[config.mk]
export PLATFORM = sky130hd
export DESIGN_NAME = fir_stream_host
export DESIGN_NICKNAME = d
export VERILOG_FILES = /design/src/rtl/fir_stream_host.sv
export SDC_FILE = /design/constraint.sdc
export NUM_CORES = 1
export LEC_CHECK = 0
export CORE_MARGIN = 1.5
export CORE_UTILIZATION = 50
export DETAILED_ROUTE_END_ITERATION = 16
export PLACE_DENSITY = 0.77
export SLEW_MARGIN = 10
export SYNTH_ARGS = -nofsm -noshare
export SYNTH_HDL_FRONTEND = slang
export SYNTH_SLANG_ARGS = --single-unit
[constraint.sdc]
create_clock -name clk_i -period 14.2 [get_ports clk_i]
set_clock_uncertainty 0.15 [all_clocks]
set_input_delay 2.84 -clock clk_i [delete_from_list [all_inputs] [get_ports clk_i]]
set_output_delay 2.84 -clock clk_i [all_outputs]
set_load 0.01 [all_outputs]
[src/rtl/fir_stream_host.sv]
// rtl/fir_stream_host.sv - sample-side host for the fp32 FIR engine
//
// Buffers upstream samples in an input FIFO and feeds them to the FIR one per
// fir_next strobe. FIR results flagged by fir_ready go into a show-ahead
// output FIFO. After num_samples consumptions it raises fir_stop, waits for the
// final result, pulses done and returns to idle.
//
// Ports:
//   clk_i, rst_i                 clock, asynchronous active-high reset
//   wr_en_i, wr_data_i, full_o   upstream sample write side
//   run_i, num_samples_i         run start and length (0 behaves as 1)
//   fir_sample_o, fir_next_i     sample presented to the FIR / consume strobe
//   fir_ready_i, fir_result_i    FIR result strobe and data
//   fir_stop_o                   end-of-run indication to the FIR
//   rd_en_i, rd_data_o, empty_o  result read side (show-ahead)
//   busy_o, done_o               run status
//   underrun_o, overflow_o       sticky error flags, cleared on run

module fir_stream_host #(
   parameter int IN_DEPTH  = 16,
   parameter int OUT_DEPTH = 16
) (
   input  logic        clk_i,
   input  logic        rst_i,
   input  logic        wr_en_i,
   input  logic [31:0] wr_data_i,
   output logic        full_o,
   input  logic        run_i,
   input  logic [15:0] num_samples_i,
   output logic [31:0] fir_sample_o,
   input  logic        fir_next_i,
   input  logic        fir_ready_i,
   input  logic [31:0] fir_result_i,
   output logic        fir_stop_o,
   input  logic        rd_en_i,
   output logic [31:0] rd_data_o,
   output logic        empty_o,
   output logic        busy_o,
   output logic        done_o,
   output logic        underrun_o,
   output logic        overflow_o
);

   localparam int IAW = $clog2(IN_DEPTH);
   localparam int OAW = $clog2(OUT_DEPTH);

   typedef enum logic [1:0] {
      ST_IDLE,
      ST_STREAM,
      ST_DRAIN,
      ST_DONE
   } state_t;

   state_t      state_q;
   logic [15:0] remaining_q;
   logic        fir_stop_q;
   logic        done_q;
   logic        underrun_q;
   logic        overflow_q;

   logic [31:0]  in_mem  [IN_DEPTH];
   logic [31:0]  out_mem [OUT_DEPTH];
   logic [IAW:0] in_wptr_q, in_wptr_d, in_rptr_q, in_rptr_d;
   logic [OAW:0] out_wptr_q, out_wptr_d, out_rptr_q, out_rptr_d;

   logic in_empty, in_full, out_empty, out_full;
   logic in_push, in_pop, out_req, out_push, out_pop, out_drop;

   // Pointers carry one extra wrap bit: equal pointers mean empty, equal
   // addresses with differing wrap bits mean full.
   always_comb begin
      in_empty   = (in_wptr_q == in_rptr_q);
      in_full    = (in_wptr_q[IAW] != in_rptr_q[IAW]) &&
                   (in_wptr_q[IAW-1:0] == in_rptr_q[IAW-1:0]);
      out_empty  = (out_wptr_q == out_rptr_q);
      out_full   = (out_wptr_q[OAW] != out_rptr_q[OAW]) &&
                   (out_wptr_q[OAW-1:0] == out_rptr_q[OAW-1:0]);

      // A write while full is dropped even if a pop frees a slot this cycle.
      in_push    = wr_en_i && !in_full;
      in_pop     = (state_q == ST_STREAM) && fir_next_i && !in_empty;

      // A result arriving while full is dropped even if a read frees a slot.
      out_req    = fir_ready_i && ((state_q == ST_STREAM) || (state_q == ST_DRAIN));
      out_push   = out_req && !out_full;
      out_drop   = out_req && out_full;
      out_pop    = rd_en_i && !out_empty;

      in_wptr_d  = in_wptr_q  + {{IAW{1'b0}}, in_push};
      in_rptr_d  = in_rptr_q  + {{IAW{1'b0}}, in_pop};
      out_wptr_d = out_wptr_q + {{OAW{1'b0}}, out_push};
      out_rptr_d = out_rptr_q + {{OAW{1'b0}}, out_pop};
   end

   always_ff @(posedge clk_i or posedge rst_i) begin
      if (rst_i) begin
         in_wptr_q  <= '0;
         in_rptr_q  <= '0;
         out_wptr_q <= '0;
         out_rptr_q <= '0;
      end else begin
         in_wptr_q  <= in_wptr_d;
         in_rptr_q  <= in_rptr_d;
         out_wptr_q <= out_wptr_d;
         out_rptr_q <= out_rptr_d;
      end
   end

   // Storage arrays are not reset; reads are masked while a FIFO is empty.
   always_ff @(posedge clk_i) begin
      if (in_push) begin
         in_mem[in_wptr_q[IAW-1:0]] <= wr_data_i;
      end
      if (out_push) begin
         out_mem[out_wptr_q[OAW-1:0]] <= fir_result_i;
      end
   end

   always_ff @(posedge clk_i or posedge rst_i) begin
      if (rst_i) begin
         state_q     <= ST_IDLE;
         remaining_q <= '0;
         fir_stop_q  <= 1'b0;
         done_q      <= 1'b0;
         underrun_q  <= 1'b0;
         overflow_q  <= 1'b0;
      end else begin
         done_q <= 1'b0;
         if (out_drop) begin
            overflow_q <= 1'b1;
         end
         case (state_q)
            ST_IDLE: begin
               fir_stop_q <= 1'b0;
               if (run_i) begin
                  remaining_q <= (num_samples_i == 16'd0) ? 16'd1 : num_samples_i;
                  underrun_q  <= 1'b0;
                  overflow_q  <= 1'b0;
                  state_q     <= ST_STREAM;
               end
            end
            ST_STREAM: begin
               // Every consume strobe counts toward the run, even when the
               // FIFO had nothing to give (that case is flagged as underrun).
               if (fir_next_i) begin
                  if (in_empty) begin
                     underrun_q <= 1'b1;
                  end
                  remaining_q <= remaining_q - 16'd1;
                  if (remaining_q == 16'd1) begin
                     fir_stop_q <= 1'b1;
                     state_q    <= ST_DRAIN;
                  end
               end
            end
            ST_DRAIN: begin
               if (fir_ready_i) begin
                  fir_stop_q <= 1'b0;
                  done_q     <= 1'b1;
                  state_q    <= ST_DONE;
               end
            end
            ST_DONE: begin
               state_q <= ST_IDLE;
            end
            default: state_q <= ST_IDLE;
         endcase
      end
   end

   assign full_o       = in_full;
   assign empty_o      = out_empty;
   assign fir_sample_o = ((state_q == ST_STREAM) && !in_empty) ?
                         in_mem[in_rptr_q[IAW-1:0]] : 32'd0;
   assign rd_data_o    = out_empty ? 32'd0 : out_mem[out_rptr_q[OAW-1:0]];
   assign fir_stop_o   = fir_stop_q;
   assign busy_o       = (state_q != ST_IDLE);
   assign done_o       = done_q;
   assign underrun_o   = underrun_q;
   assign overflow_o   = overflow_q;

endmodule

==> results by group <==
GRT
  – Initial antenna violation count: 8
  – Vias in the first global route: 21105
  – First-pass GRT wire length: 135000 microns
  – Total gr overflow: 0
  – All-Layer GR Usage: 22.2%
  – Pin count of the biggest net entering global routing: 75

Floorplanning
  – Die Span Y: 289 microns
  – Core Region: 80800 sq um
  – Cell Rows: 104
  – Die area: 83700 sq um
  – Num ports: 158
  – Die Span X: 289 microns
  – Initial core utilization: 50.7%

Synth
  – Synth cell types: 55
  – Post-Synthesis Cells: 1871
  – Ys async rst share: 3.94%
  – Synth Cell Area: 41000 sq um
  – Syn Nets: 1973
  – Largest cells by area after synthesis: edfxtp_1 75%, mux4_2 14%, dfrtp_1 2.6%
  – #FFs+latches synth: 1066
  – Synth area leader: edfxtp_1
  – Yosys warnings: 0
  – Synth Flop Type: edfxtp_1
  – Number of enable flip-flop cells after synthesis: 1024
  – Seq/Total Area, Yosys: 77.6%
  – Synth top cells by count: 1024 x edfxtp_1, 255 x mux4_2, 132 x a22oi_1
  – Synth Area per Inst: 21.9 sq um
  – Most numerous cell in the Yosys netlist: edfxtp_1
  – Synth top area share: 75.0%

Route
  – Via count: 20278
  – Top Layer Used: met5
  – 1st-iter DRT viols: 2315
  – Number of vias per cell: 6.30
  – Remaining antenna violation count: 0
  – DR pass1 iterations: 8
  – WL met3: 8850 microns
  – Final wirelength: 91700 microns
  – DR WL met2: 45500 microns
  – DRC: 0
  – Met1 wire length: 34900 microns
  – WL per Instance: 28.5 microns

Power and ir drop
  – Part of the power in combinational logic: 29.5%
  – Cell Int Power: 6.67 mW
  – Flop pwr share: 42.6%
  – Pwr dens: 202 nW/um^2
  – IR drop worst, VDD: 179 uV
  – Clk pwr share: 27.8%
  – Switch Pwr: 2.92 mW
  – Leakage: 14.8 nW
  – Switching Share: 30.4%

Finish
  – Area Overhead vs Synth: 15.6%
  – # nets final: 2170
  – Layout cells sized above 1: 23.9%
  – Fin area: 47400 sq um
  – Post-Route Utilization: 58.6%

Place
  – Post-DP Area: 44000 sq um
  – Setup Slack @ Placement: 6.81 ns
  – DP HPWL: 45500 microns
  – I/O Buffers: 157
  – GPL Wtd Cong: 0.813

STA
  – Final min period: 7.98 ns
  – Slew @ Worst Pin: 1.11 ns
  – Slew margin rel.: 25.8%
  – Setup WS post-layout: 6.22 ns
  – Slew Viols, Final: 0
  – Finish-stage setup viols: 0
  – Fmax: 0.125 GHz
  – RSZ-0062 raised after global routing: false
  – Final period util: 56.2%
  – Hold Fails Final Rpt: 0
  – TNS Setup: 0 ns

Outcome
  – Run status: finished, final reports clean

Clock tree
  – Hold buffer count at CTS: 0
  – Clock transition at path regs: 0.06 ns
  – Cts bufs inserted: 101
  – Worst-skew pair later-pin latency: 0.67 ns
  – Post-CTS setup buffers: 0
  – Clock buffer depth: 3
  – CTS tree: built
  – Root Buffer Master: clkbuf_16
  – Clock sinks: 1066
  – CTS H-Tree Depth: 3
  – CTS resizes: 0

Setup path
  – Most Frequent Cell on Critical Path: buf_4
  – Slowest stage delay, CP: 1.09 ns
  – WP data arrival: 4.99 ns
  – Slowest cell on crit path: dfrtp_4
  – Startpoint Class: flop
  – Crit-path cells: buf_4 > buf_4 > mux4_2 > a22oi_1 > a21oi_1 > clkdlybuf4s50_1
  – CP Class: flop to output pin
  – Max FO, Critical Path: 52
  – Critical Path RT: 11.21 ns
  – CP Capture Type: output pin

Hold path
  – Hold Path Class: flop to flop

Run
  – Max-cap violation count: 0
-- sequential cells by signal, summed over array words and instances, names as in the netlist --
signal,count
in_rptr_q,5
in_wptr_q,5
done_o,1
out_rptr_q,5
remaining_q,16
out_mem,512
overflow_o,1
fir_stop_o,1
out_wptr_q,5
underrun_o,1
in_mem,512
state_q,2
-- worst paths after layout --
kind | slack [ns] | endpoint | startpoint | depth (start not counted)
max | 6.22 | fir_sample_o[0] | in_rptr_q[0] | 6
min | 0.34 | out_rptr_q[4] | out_rptr_q[4] | 1
max reg2reg | 10.20 | out_mem[15][29] | out_rptr_q[1] | 5
min reg2reg | 0.34 | out_rptr_q[4] | out_rptr_q[4] | 1
max in group asynchronous | 10.65 | in_rptr_q[0] | rst_i | 2
min in group asynchronous | 2.55 | done_o | rst_i | 2
-- area by class of cell --
class / instances / area, sq um
Fill cell: 5523 / 33400
Sequential cell: 1066 / 31800
Multi-Input combinational cell: 679 / 8870
Clock buffer: 122 / 2660
Timing Repair Buffer: 209 / 1960
Tap cell: 1060 / 1330
Clock inverter: 67 / 693
Inverter: 11 / 41.3
Antenna cell: 5 / 12.5
-- cells by family (layout without fill, tap and decap cells) --
| kind of cell | Yosys count | after routing | share of synthesized area (%) |
|---|---|---|---|
| muxes | 260 | 260 | 14.1 |
| DFF | 1066 | 1066 | 77.6 |
| other | 0 | 5 | 0 |
| AOI/OAI and AO/OA | 241 | 241 | 3.96 |
| buffers and inverters | 126 | 409 | 1.36 |
| and+or+nand+nor | 141 | 141 | 2.02 |
| xor gates and xnor gates | 22 | 22 | 0.470 |
| adders and majority gates | 15 | 15 | 0.458 |
-- power by group through the flow --
stage | combinational [mW] | sequential [mW] | clock, mW
after floorplan | 1.87 | 3.94 | 0
after global placement | 2.78 | 4.13 | 0
after detailed placement | 2.83 | 4.16 | 0
after CTS | 2.86 | 4.10 | 2.71
after global routing | 3.02 | 4.13 | 2.82
final | 2.83 | 4.09 | 2.67
-- cell usage in the layout (no fill, tap or decap), drive strengths merged, types with 15 or more instances in the layout --
cell              n
ha               15
dfrtp            42
inv              15
edfxtp         1024
a21oi            72
nor4             20
clkdlybuf4s50   157
buf              52
clkinv           50
clkbuf          122
nor3             22
mux4            255
nand2            21
a22oi           132
-- stage by stage --
stage                     total power [mW]  hold slack (ns)  cells
after floorplan                       5.81            0.314   1871
after global placement                6.91            0.330   3025
after detailed placement              6.98            0.332   3025
after CTS                             9.67            0.343   3214
after global routing                  9.97            0.352   3217
final                                 9.59            0.340   3219
-- layer usage --
| metal | global-route usage, % | vias to the layer above |
|---|---|---|
| met3 | 4.39 | 173 |
| met2 | 36.7 | 1127 |
| met4 | 7.20 | 8 |
| met1 | 29.8 | 10615 |
| met5 | 0 | - |
| li1 | - | 8355 |
-- critical path: cells and delay by family (launching register included) --
family	cells	cell delay, ns
mux	1	0.59
flops	1	1.09
buf+inv	3	2.19
compound gates	2	0.43
(Power assumes the default switching activity.)
